$ cat config.mk
export PLATFORM = sky130hd
export DESIGN_NAME = wb_stage
export DESIGN_NICKNAME = d
export VERILOG_FILES = /design/src/rtl/wb_stage_pkg.sv /design/src/rtl/load_fmt.sv /design/src/rtl/wb_stage.sv
export SDC_FILE = /design/constraint.sdc
export NUM_CORES = 1
export LEC_CHECK = 0
export ABC_AREA = 0
export CELL_PAD_IN_SITES_DETAIL_PLACEMENT = 1
export CELL_PAD_IN_SITES_GLOBAL_PLACEMENT = 1
export CORE_MARGIN = 5
export CORE_UTILIZATION = 48
export CTS_CLUSTER_DIAMETER = 100
export CTS_CLUSTER_SIZE = 25
export DETAILED_ROUTE_END_ITERATION = 10
export HOLD_SLACK_MARGIN = 0.08
export MAX_ROUTING_LAYER = met4
export PLACE_DENSITY_LB_ADDON = 0.1
export SYNTH_ARGS = -nofsm -noshare
export SYNTH_HDL_FRONTEND = slang
export SYNTH_SLANG_ARGS = --single-unit
$ cat constraint.sdc
create_clock -name clk -period 6.3 [get_ports clk]
set_input_delay 1.26 -clock clk [delete_from_list [all_inputs] [get_ports clk]]
set_output_delay 1.26 -clock clk [all_outputs]
set_load 0.1 [all_outputs]
$ cat src/rtl/wb_stage_pkg.sv
// Writeback stage shared definitions: result source codes,
// load funct3 codes and the buffered control bundle.
package wb_stage_pkg;

  localparam logic [1:0] WB_SRC_ALU  = 2'b00;
  localparam logic [1:0] WB_SRC_LOAD = 2'b01;
  localparam logic [1:0] WB_SRC_PC4  = 2'b10;

  localparam logic [2:0] F3_LB  = 3'b000;
  localparam logic [2:0] F3_LH  = 3'b001;
  localparam logic [2:0] F3_LW  = 3'b010;
  localparam logic [2:0] F3_LBU = 3'b100;
  localparam logic [2:0] F3_LHU = 3'b101;

  typedef struct packed {
    logic [4:0] rd;
    logic [1:0] src;
    logic [2:0] funct3;
    logic [1:0] addr_lo;
  } wb_ctl_t;

endpackage

$ cat src/rtl/load_fmt.sv
// Load formatter: extracts byte/half/word from the aligned memory
// word and sign/zero extends. Ports: funct3, addr_lo, word -> data.
module load_fmt
  import wb_stage_pkg::*;
#(
  parameter int XLEN = 32
) (
  input  logic [2:0]      funct3,
  input  logic [1:0]      addr_lo,
  input  logic [XLEN-1:0] word,
  output logic [XLEN-1:0] data
);

  logic [7:0]  b;
  logic [15:0] h;

  always_comb begin
    b    = word[{addr_lo, 3'b000} +: 8];
    // halfword lanes only; addr_lo[0] is ignored
    h    = addr_lo[1] ? word[31:16] : word[15:0];
    data = word;
    unique case (funct3)
      F3_LB:   data = {{(XLEN-8){b[7]}}, b};
      F3_LH:   data = {{(XLEN-16){h[15]}}, h};
      F3_LBU:  data = {{(XLEN-8){1'b0}}, b};
      F3_LHU:  data = {{(XLEN-16){1'b0}}, h};
      default: data = word;
    endcase
  end

endmodule

$ cat src/rtl/wb_stage.sv
// Writeback stage: DEPTH-entry result FIFO feeding the ID register file
// write port (reg_we/Rd/reg_write_data), stall via wb_stall. Optional
// WB_FWD_EN adds fwd_valid/fwd_rd/fwd_data exposing the formatted head.
module wb_stage
  import wb_stage_pkg::*;
#(
  parameter int XLEN  = 32,
  parameter int DEPTH = 2
) (
  input  logic            clk,
  input  logic            rst_n,
  input  logic            in_valid,
  output logic            in_ready,
  input  logic [4:0]      in_rd,
  input  logic [1:0]      in_src,
  input  logic [2:0]      in_funct3,
  input  logic [1:0]      in_addr_lo,
  input  logic [XLEN-1:0] in_alu_res,
  input  logic [XLEN-1:0] in_load_data,
  input  logic [XLEN-1:0] in_pc4,
  input  logic            wb_stall,
  output logic            reg_we,
  output logic [4:0]      Rd,
  output logic [XLEN-1:0] reg_write_data,
  output logic [31:0]     retire_cnt
`ifdef WB_FWD_EN
  ,
  output logic            fwd_valid,
  output logic [4:0]      fwd_rd,
  output logic [XLEN-1:0] fwd_data
`endif
);

  localparam int PW = $clog2(DEPTH);
  localparam int CW = PW + 1;

  wb_ctl_t         ctl_q [DEPTH];
  wb_ctl_t         ctl_d [DEPTH];
  logic [XLEN-1:0] alu_q [DEPTH];
  logic [XLEN-1:0] alu_d [DEPTH];
  logic [XLEN-1:0] ld_q  [DEPTH];
  logic [XLEN-1:0] ld_d  [DEPTH];
  logic [XLEN-1:0] pc4_q [DEPTH];
  logic [XLEN-1:0] pc4_d [DEPTH];

  logic [PW-1:0] wr_ptr_q, wr_ptr_d;
  logic [PW-1:0] rd_ptr_q, rd_ptr_d;
  logic [CW-1:0] cnt_q, cnt_d;

  logic            we_q, we_d;
  logic [4:0]      rd_q, rd_d;
  logic [XLEN-1:0] data_q, data_d;
  logic [31:0]     ret_q, ret_d;

  logic            full, empty, push, pop;
  wb_ctl_t         head_ctl;
  logic [XLEN-1:0] head_ld;
  logic [XLEN-1:0] head_data;

  assign full     = (cnt_q == CW'(DEPTH));
  assign empty    = (cnt_q == '0);
  // ready depends only on occupancy, never on a same-cycle pop
  assign in_ready = !full;
  assign push     = in_valid && !full;
  assign pop      = !empty && !wb_stall;
  assign head_ctl = ctl_q[rd_ptr_q];

  load_fmt #(.XLEN(XLEN)) u_load_fmt (
    .funct3  (head_ctl.funct3),
    .addr_lo (head_ctl.addr_lo),
    .word    (ld_q[rd_ptr_q]),
    .data    (head_ld)
  );

  always_comb begin
    head_data = alu_q[rd_ptr_q];
    unique case (1'b1)
      (head_ctl.src == WB_SRC_LOAD): head_data = head_ld;
      (head_ctl.src == WB_SRC_PC4):  head_data = pc4_q[rd_ptr_q];
      default:                       head_data = alu_q[rd_ptr_q];
    endcase
  end

  always_comb begin
    ctl_d    = ctl_q;
    alu_d    = alu_q;
    ld_d     = ld_q;
    pc4_d    = pc4_q;
    wr_ptr_d = wr_ptr_q;
    rd_ptr_d = rd_ptr_q;
    cnt_d    = cnt_q;
    if (push) begin
      ctl_d[wr_ptr_q] = '{rd: in_rd, src: in_src,
                          funct3: in_funct3,
                          addr_lo: in_addr_lo};
      alu_d[wr_ptr_q] = in_alu_res;
      ld_d[wr_ptr_q]  = in_load_data;
      pc4_d[wr_ptr_q] = in_pc4;
      wr_ptr_d        = wr_ptr_q + PW'(1);
    end
    if (pop) begin
      rd_ptr_d = rd_ptr_q + PW'(1);
    end
    unique case ({push, pop})
      2'b10:   cnt_d = cnt_q + CW'(1);
      2'b01:   cnt_d = cnt_q - CW'(1);
      default: cnt_d = cnt_q;
    endcase
  end

  always_comb begin
    // x0 still retires but never raises the write enable
    we_d   = pop && (head_ctl.rd != 5'd0);
    rd_d   = pop ? head_ctl.rd : rd_q;
    data_d = pop ? head_data : data_q;
    ret_d  = ret_q + {31'b0, pop};
  end

  always_ff @(posedge clk or negedge rst_n) begin
    if (!rst_n) begin
      for (int i = 0; i < DEPTH; i++) begin
        ctl_q[i] <= '0;
        alu_q[i] <= '0;
        ld_q[i]  <= '0;
        pc4_q[i] <= '0;
      end
      wr_ptr_q <= '0;
      rd_ptr_q <= '0;
      cnt_q    <= '0;
      we_q     <= 1'b0;
      rd_q     <= '0;
      data_q   <= '0;
      ret_q    <= '0;
    end else begin
      ctl_q    <= ctl_d;
      alu_q    <= alu_d;
      ld_q     <= ld_d;
      pc4_q    <= pc4_d;
      wr_ptr_q <= wr_ptr_d;
      rd_ptr_q <= rd_ptr_d;
      cnt_q    <= cnt_d;
      we_q     <= we_d;
      rd_q     <= rd_d;
      data_q   <= data_d;
      ret_q    <= ret_d;
    end
  end

  assign reg_we         = we_q;
  assign Rd             = rd_q;
  assign reg_write_data = data_q;
  assign retire_cnt     = ret_q;

`ifdef WB_FWD_EN
  assign fwd_valid = !empty && (head_ctl.rd != 5'd0);
  assign fwd_rd    = head_ctl.rd;
  assign fwd_data  = head_data;
`endif

endmodule

-- Yosys cells after proc, flatten, opt, wreduce, memory -nomap -nowiden
Cells that the tools add are included.
- word-level logic and storage cells: 75
- output and inout bits: 71
- bits of input ports: 112
- register bits: 290
- mux-type cells: 24
- $lt $le $gt $ge: 3
- equality and inequality tests: 8
- add/sub/neg operators: 5
- bitwise logic cells: 2
- reduce and logical (&&, ||, !) cells: 11
- shift operators: 1
- operators by type and width (operator ; number):
    2-to-1 mux 32 bit ; 10
    bitwise mux 64 bit ; 3
    one-hot mux 32 bit (4 select lines) ; 1
    one-hot mux 32 bit (2 select lines) ; 1
    2-to-1 mux 12 bit ; 4
    adder 32 x 1 -> 32 bit ; 1
    demux 32 bit (select 1 bit) ; 1
    variable part select 32 x 6 -> 8 bit ; 1
    bitwise mux 24 bit ; 1
    2-to-1 mux 16 bit ; 1
    demux 12 bit (select 1 bit) ; 1
    equality test 2 bit, second input constant ; 3
    equality test 3 bit, second input constant ; 2
    nonzero test 5 bit ; 1
    equality test 2 x 1 -> 1 bit, second input constant ; 2
    greater-or-equal comparator 2 bit, second input constant ; 2
    logical AND 1 bit ; 4
    NOT 1 -> 2 bit ; 2
    one-hot mux 2 bit (2 select lines) ; 1
    equality test 3 x 1 -> 1 bit, second input constant ; 1
    zero test 1 bit ; 3
    zero test 3 bit ; 1
    adder 1 bit, second input constant ; 2
    adder 2 x 1 -> 2 bit, second input constant ; 1
    other kinds (4) ; 4

-- Depth between registers and ports, before layout
- depth after elaboration: 7
- depth in mapped cells: 13
- mapped depth without buffers: 9

-- Hierarchy
From an unflattened synthesis, not the netlist that was laid out.
- cells, all modules: 1012
- area, all modules: 13591.8 um^2
- by module, submodules not included (module ; cells an instance ; area an instance (um^2) ; times used ; sequential area each (um^2)):
    wb_stage ; 894 ; 12831.1 ; 1 ; 7257.0
    load_fmt ; 118 ; 760.7 ; 1 ; 0.0

-- Worst setup path before layout
Ideal clock, no wire load.
- path kind: input port to flip-flop
- start point: input port wb_stall
- end point: register ret_q[27] (netlist: retire_cnt[27])
- setup time: 0.163 ns
- buffers on the path: 1
- stages: 9
- data arrival time: 2.913 ns
- required time: 6.137 ns
- path slack: 3.224 ns
- path through: or2_2 > inv_1 > ha_1 > and2_1 > clkbuf_1 > nand2_1 > or4_1 > nor2_1 > xor2_1
- word-level cells in the longest chain between the ends: 3
- ends and longest elaborated chain (element ; line ; RTL):
    from (decl) ; wb_stage.sv:21 ; input logic wb_stall,
    zero test 1 bit ; wb_stage.sv:65 ; assign pop = !empty && !wb_stall;
    logical AND 1 bit ; wb_stage.sv:65 ;
    net pop ; wb_stage.sv:55 ; logic full, empty, push, pop;
    adder 32 x 1 -> 32 bit ; wb_stage.sv:116 ; ret_d = ret_q + {31'b0, pop};
    net ret_d[27] ; wb_stage.sv:53 ; logic [31:0] ret_q, ret_d;
    to (signal assigned) ; wb_stage.sv:145 ; ret_q <= ret_d;
    to (decl) ; wb_stage.sv:53 ;
The timed path passes the listed nets, and every way through them passes these cells.
A chain may end at the register's enable or synchronous reset.

-- Worst setup path in the final report
- start point: register rd_ptr_q
- end point: register data_q[24] (netlist: reg_write_data[24])
- word-level cells in the longest chain between the ends: 7
- elaborated cells between the ends (all ways): 23
- classes of those cells: 5 x eq/ne; 1 x shift; 15 x mux; 1 x bitwise; 1 x reduce/logical
- ends and longest elaborated chain (element ; line ; RTL):
    from (decl) ; wb_stage.sv:47 ; logic [PW-1:0] rd_ptr_q, rd_ptr_d;
    from (signal assigned) ; wb_stage.sv:140 ; rd_ptr_q <= rd_ptr_d;
    NOT 1 -> 2 bit (implied by the code) (*) ; - ;
    2-to-1 mux 32 bit (implied by the code) or 2-to-1 mux 12 bit (tied branches) (3 in a row) ; wb_stage.sv:71, wb_stage.sv:66 ;
    variable part select 32 x 6 -> 8 bit, or another cell as far along ; load_fmt.sv:18 ; b = word[{addr_lo, 3'b000} +: 8];
    one-hot mux 32 bit (4 select lines) ; load_fmt.sv:22 ; unique case (funct3)
    one-hot mux 32 bit (2 select lines) (*) ; wb_stage.sv:77 ; unique case (1'b1)
    to (signal assigned) ; wb_stage.sv:144 ; data_q <= data_d;
    to (decl) ; wb_stage.sv:52 ; logic [XLEN-1:0] data_q, data_d;
Every way passes the cells marked *; elsewhere a longest branch is shown, timed or not. The select of a mux whose other input is x is not followed.

==> results.yml <==
sta:
  setup_tns_ps: 0
  worstMarginPinSlew_ps: 1140
  period_needed_ps: 3620
  setup_viol: 0
  relSlewSlack_pct: 23.8
  grt_setup_unrepaired: "false"
  post-route-period-util_pct: 57.4
  hold_violations: 0
  slew_violations: 0
  clock.fmax_mhz: 277
  finClkSkew_ps: 19.1
die:
  die_y_um: 176
  die_w_um: 176
  ioPinCount: 183
  coreArea_um2: 27600
  row_count: 61
  initial_utilization_pct: 48.2
  die_area_um2: 31100
placement:
  io_buffers: 182
  routabilityCongestion: 0.874
  hpwl_mm: 24.5
  dpl_cell_area_um2: 15400
power:
  ir_worst_vdd_mv: 0.361
  power.switching_mw: 4.23
  p_comb_share_pct: 53.9
  intPower_mw: 5.12
  clockPowerShare_pct: 11.0
  swShare_pct: 45.2
  p_per_area_nw_per_um2: 591
  leakagePower_nw: 6.67
  pwr-share-seq_pct: 35.1
detailed_routing:
  drc: 0
  vias: 8831
  wl_mm: 34.9
  vias_per_cell: 5.64
  drt_iter0_drc: 548
  dr.pass1.iters: 4
  ant_nets: 0
  wl_per_cell_um: 22.3
global_routing:
  track_usage_pct: 23.0
  grt_overflow: 0
  grt_pass1_vias: 9208
  grt_pass1_wl_mm: 54.7
  grt_max_degree: 102
  antenna_found_initial: 0
setup_path:
  worst_r2r_endpoint: "reg_write_data[24]$_DFFE_PN0P_"
  cpPeakStageDelay_ps: 960
  critPathMaxFanout: 63
  critPathArrivalTime_ps: 4040
  worst_setup_path_start_kind: "register"
  r2r-start: "rd_ptr_q$_DFFE_PN0P_"
  reg2reg_slack_ps: 2680
  endpoint: "reg_write_data[24]$_DFFE_PN0P_"
  path_cells: "buf_4, mux2i_1, ha_1, o211ai_1, a21oi_1"
  crit_start: "rd_ptr_q$_DFFE_PN0P_"
  worst_setup_path_end_kind: "register"
  required_ps: 6720
  worstRegToRegCells: 5
  crit_type: "register to register"
  slowest_stage: "ha_1"
min_path:
  hold_depth: 1
  hp-class: "register to register"
run_status:
  status: "finished clean"
cells_and_area:
  antenna_cells: 0
  fillers: 2768
  nets: 1304
  final_area_um2: 15800
  area_growth_syn_to_layout_pct: 19.1
  drive_gt1_share_pct: 25.6
cts:
  cts_tree: "built"
  htreeDepth: 1
  clock_sinks: 290
  post_cts_buffers: 0
  root_buffer: "clkbuf_16"
  cts_hold_buffers: 0
  path_clk_slew_ps: 100
  cts_inserted_buffers: 15
  clockBufferDepth: 3
  clock_latency_ps: 500
  cts_resized: 0
yosys:
  synth_area_um2: 13300
  async_reset_ff_share_pct: 100
  synth_edf_count: 0
  synthCells: 1038
  ys.flop_type: "dfrtp_1"
  yosysWarningCount: 0
  yosysSeqAreaShare_pct: 54.6
  ys_ff_latch: 290
  synth.avg_cell_area_um2: 12.8
  ys_types: 45
  syn_nets: 1155
run:
  drv_cap: 0
## cells by family (layout without fill, tap and decap cells)
kind of cell               after synthesis  after routing  share of synthesized area [%]
and+or+nand+nor                        117            117                           4.13
muxes                                  337            337                           27.9
buffers and inverters                   71            220                           2.49
DFF                                    290            290                           54.6
adders and majority gates                5              5                          0.471
xor gates and xnor gates                35             35                           2.31
AOI/OAI and AO/OA                      183            183                           8.09
## routing by layer
layer,routed length [µm],share of wire [%],GRT usage [%]
met1,15300,44,31.1
met2,17300,50,37.5
met3,1580,4.5,3.21
met4,726,2.1,4.80
met5,0,0,-
## sequential cells by signal, summed over array words and instances (netlist names), 2 cells and up
| register | flops |
|---|---|
| alu_q | 64 |
| pc4_q | 64 |
| retire_cnt | 32 |
| ld_q | 64 |
| cnt_q | 2 |
| ctl_q | 24 |
| Rd | 5 |
| reg_write_data | 32 |
## layout by cell type (no fill, tap or decap), drive strengths merged, types with 2 or more instances in the layout
cell,instances
dfrtp,290
nand2,48
a21oi,123
nand4,3
a31oi,2
nor4,3
ha,5
inv,8
and2,3
o21bai,2
clkdlybuf4s50,181
clkbuf,16
a22oi,8
mux2,266
and4,2
o21ai,9
nor3,3
xnor2,17
nor2,24
or4,3
mux2i,71
buf,15
xor2,18
and3,5
o211ai,32
nand3,15
## power by group through the flow
stage	registers (mW)	logic (mW)	clock network, mW
after detailed placement	3.32	5.05	0
after floorplan	4.09	2.85	0
after global placement	3.26	4.96	0
final	3.28	5.04	1.03
after CTS	3.29	5.08	1.06
after global routing	3.39	5.38	1.13
## worst max-delay path: cells and delay by family (launching register included)
family                   cells  cell delay, ps
buffers and inverters        1             860
flip-flops                   1             650
AO/OA/AOI/OAI                2             700
adder cells (fa/ha/maj)      1             960
multiplexers                 1             350
## layout make-up
| type | count | area, µm² | area share, % |
|---|---|---|---|
| sequential | 290 | 7260 | 45.9 |
| timing repair buffer | 196 | 1960 | 12.4 |
| inverter | 7 | 26.3 | 0.166 |
| clock buffer | 16 | 379 | 2.39 |
| multi-input combinational | 677 | 5720 | 36.2 |
| clock inverter | 1 | 11.3 | 0.0711 |
| tap | 378 | 473 | 2.99 |
## worst min-delay path by stage
stage	start	to	slack, ps
floorplan	cnt_q[1]$_DFFE_PN0P_	cnt_q[1]$_DFFE_PN0P_	460
global placement	Rd[2]$_DFFE_PN0P_	Rd[2]$_DFFE_PN0P_	470
detailed placement	Rd[3]$_DFFE_PN0P_	Rd[3]$_DFFE_PN0P_	470
CTS	retire_cnt[31]$_DFF_PN0_	retire_cnt[31]$_DFF_PN0_	490
global route	retire_cnt[31]$_DFF_PN0_	retire_cnt[31]$_DFF_PN0_	500
finish	retire_cnt[31]$_DFF_PN0_	retire_cnt[31]$_DFF_PN0_	490
## metrics by stage
| stage | std cells | worst slack (ps) | hold slack (ps) | power (mW) | util (%) |
|---|---|---|---|---|---|
| after floorplan | 1038 | 3220 | 464 | 6.94 | - |
| after global placement | 1548 | 2510 | 472 | 8.23 | 56.0 |
| after detailed placement | 1548 | 2490 | 474 | 8.37 | 56.0 |
| after CTS | 1565 | 2680 | 494 | 9.42 | 57.5 |
| after global routing | 1565 | 2390 | 499 | 9.91 | 57.5 |
| final | 1565 | 2680 | 486 | 9.35 | 57.5 |
## cells in the mapped netlist (all sizes together), types with 2 or more instances
master	number	area [µm²]
a31oi	2	12.5
clkbuf	27	101
nor4	3	18.8
nor2	24	90.1
or4	3	22.5
ha	5	62.6
inv	7	26.3
xnor2	17	149
nand2	48	180
and4	2	17.5
and2	3	18.8
o211ai	32	240
xor2	18	158
and3	5	31.3
nand3	15	75.1
o21ai	9	45.0
nand4	3	18.8
a22oi	8	60.1
a21oi	123	616
mux2	266	3000
buf	37	204
dfrtp	290	7260
o21bai	2	15.0
nor3	3	15.0
mux2i	71	711
Power figures use the tool's default switching activity.
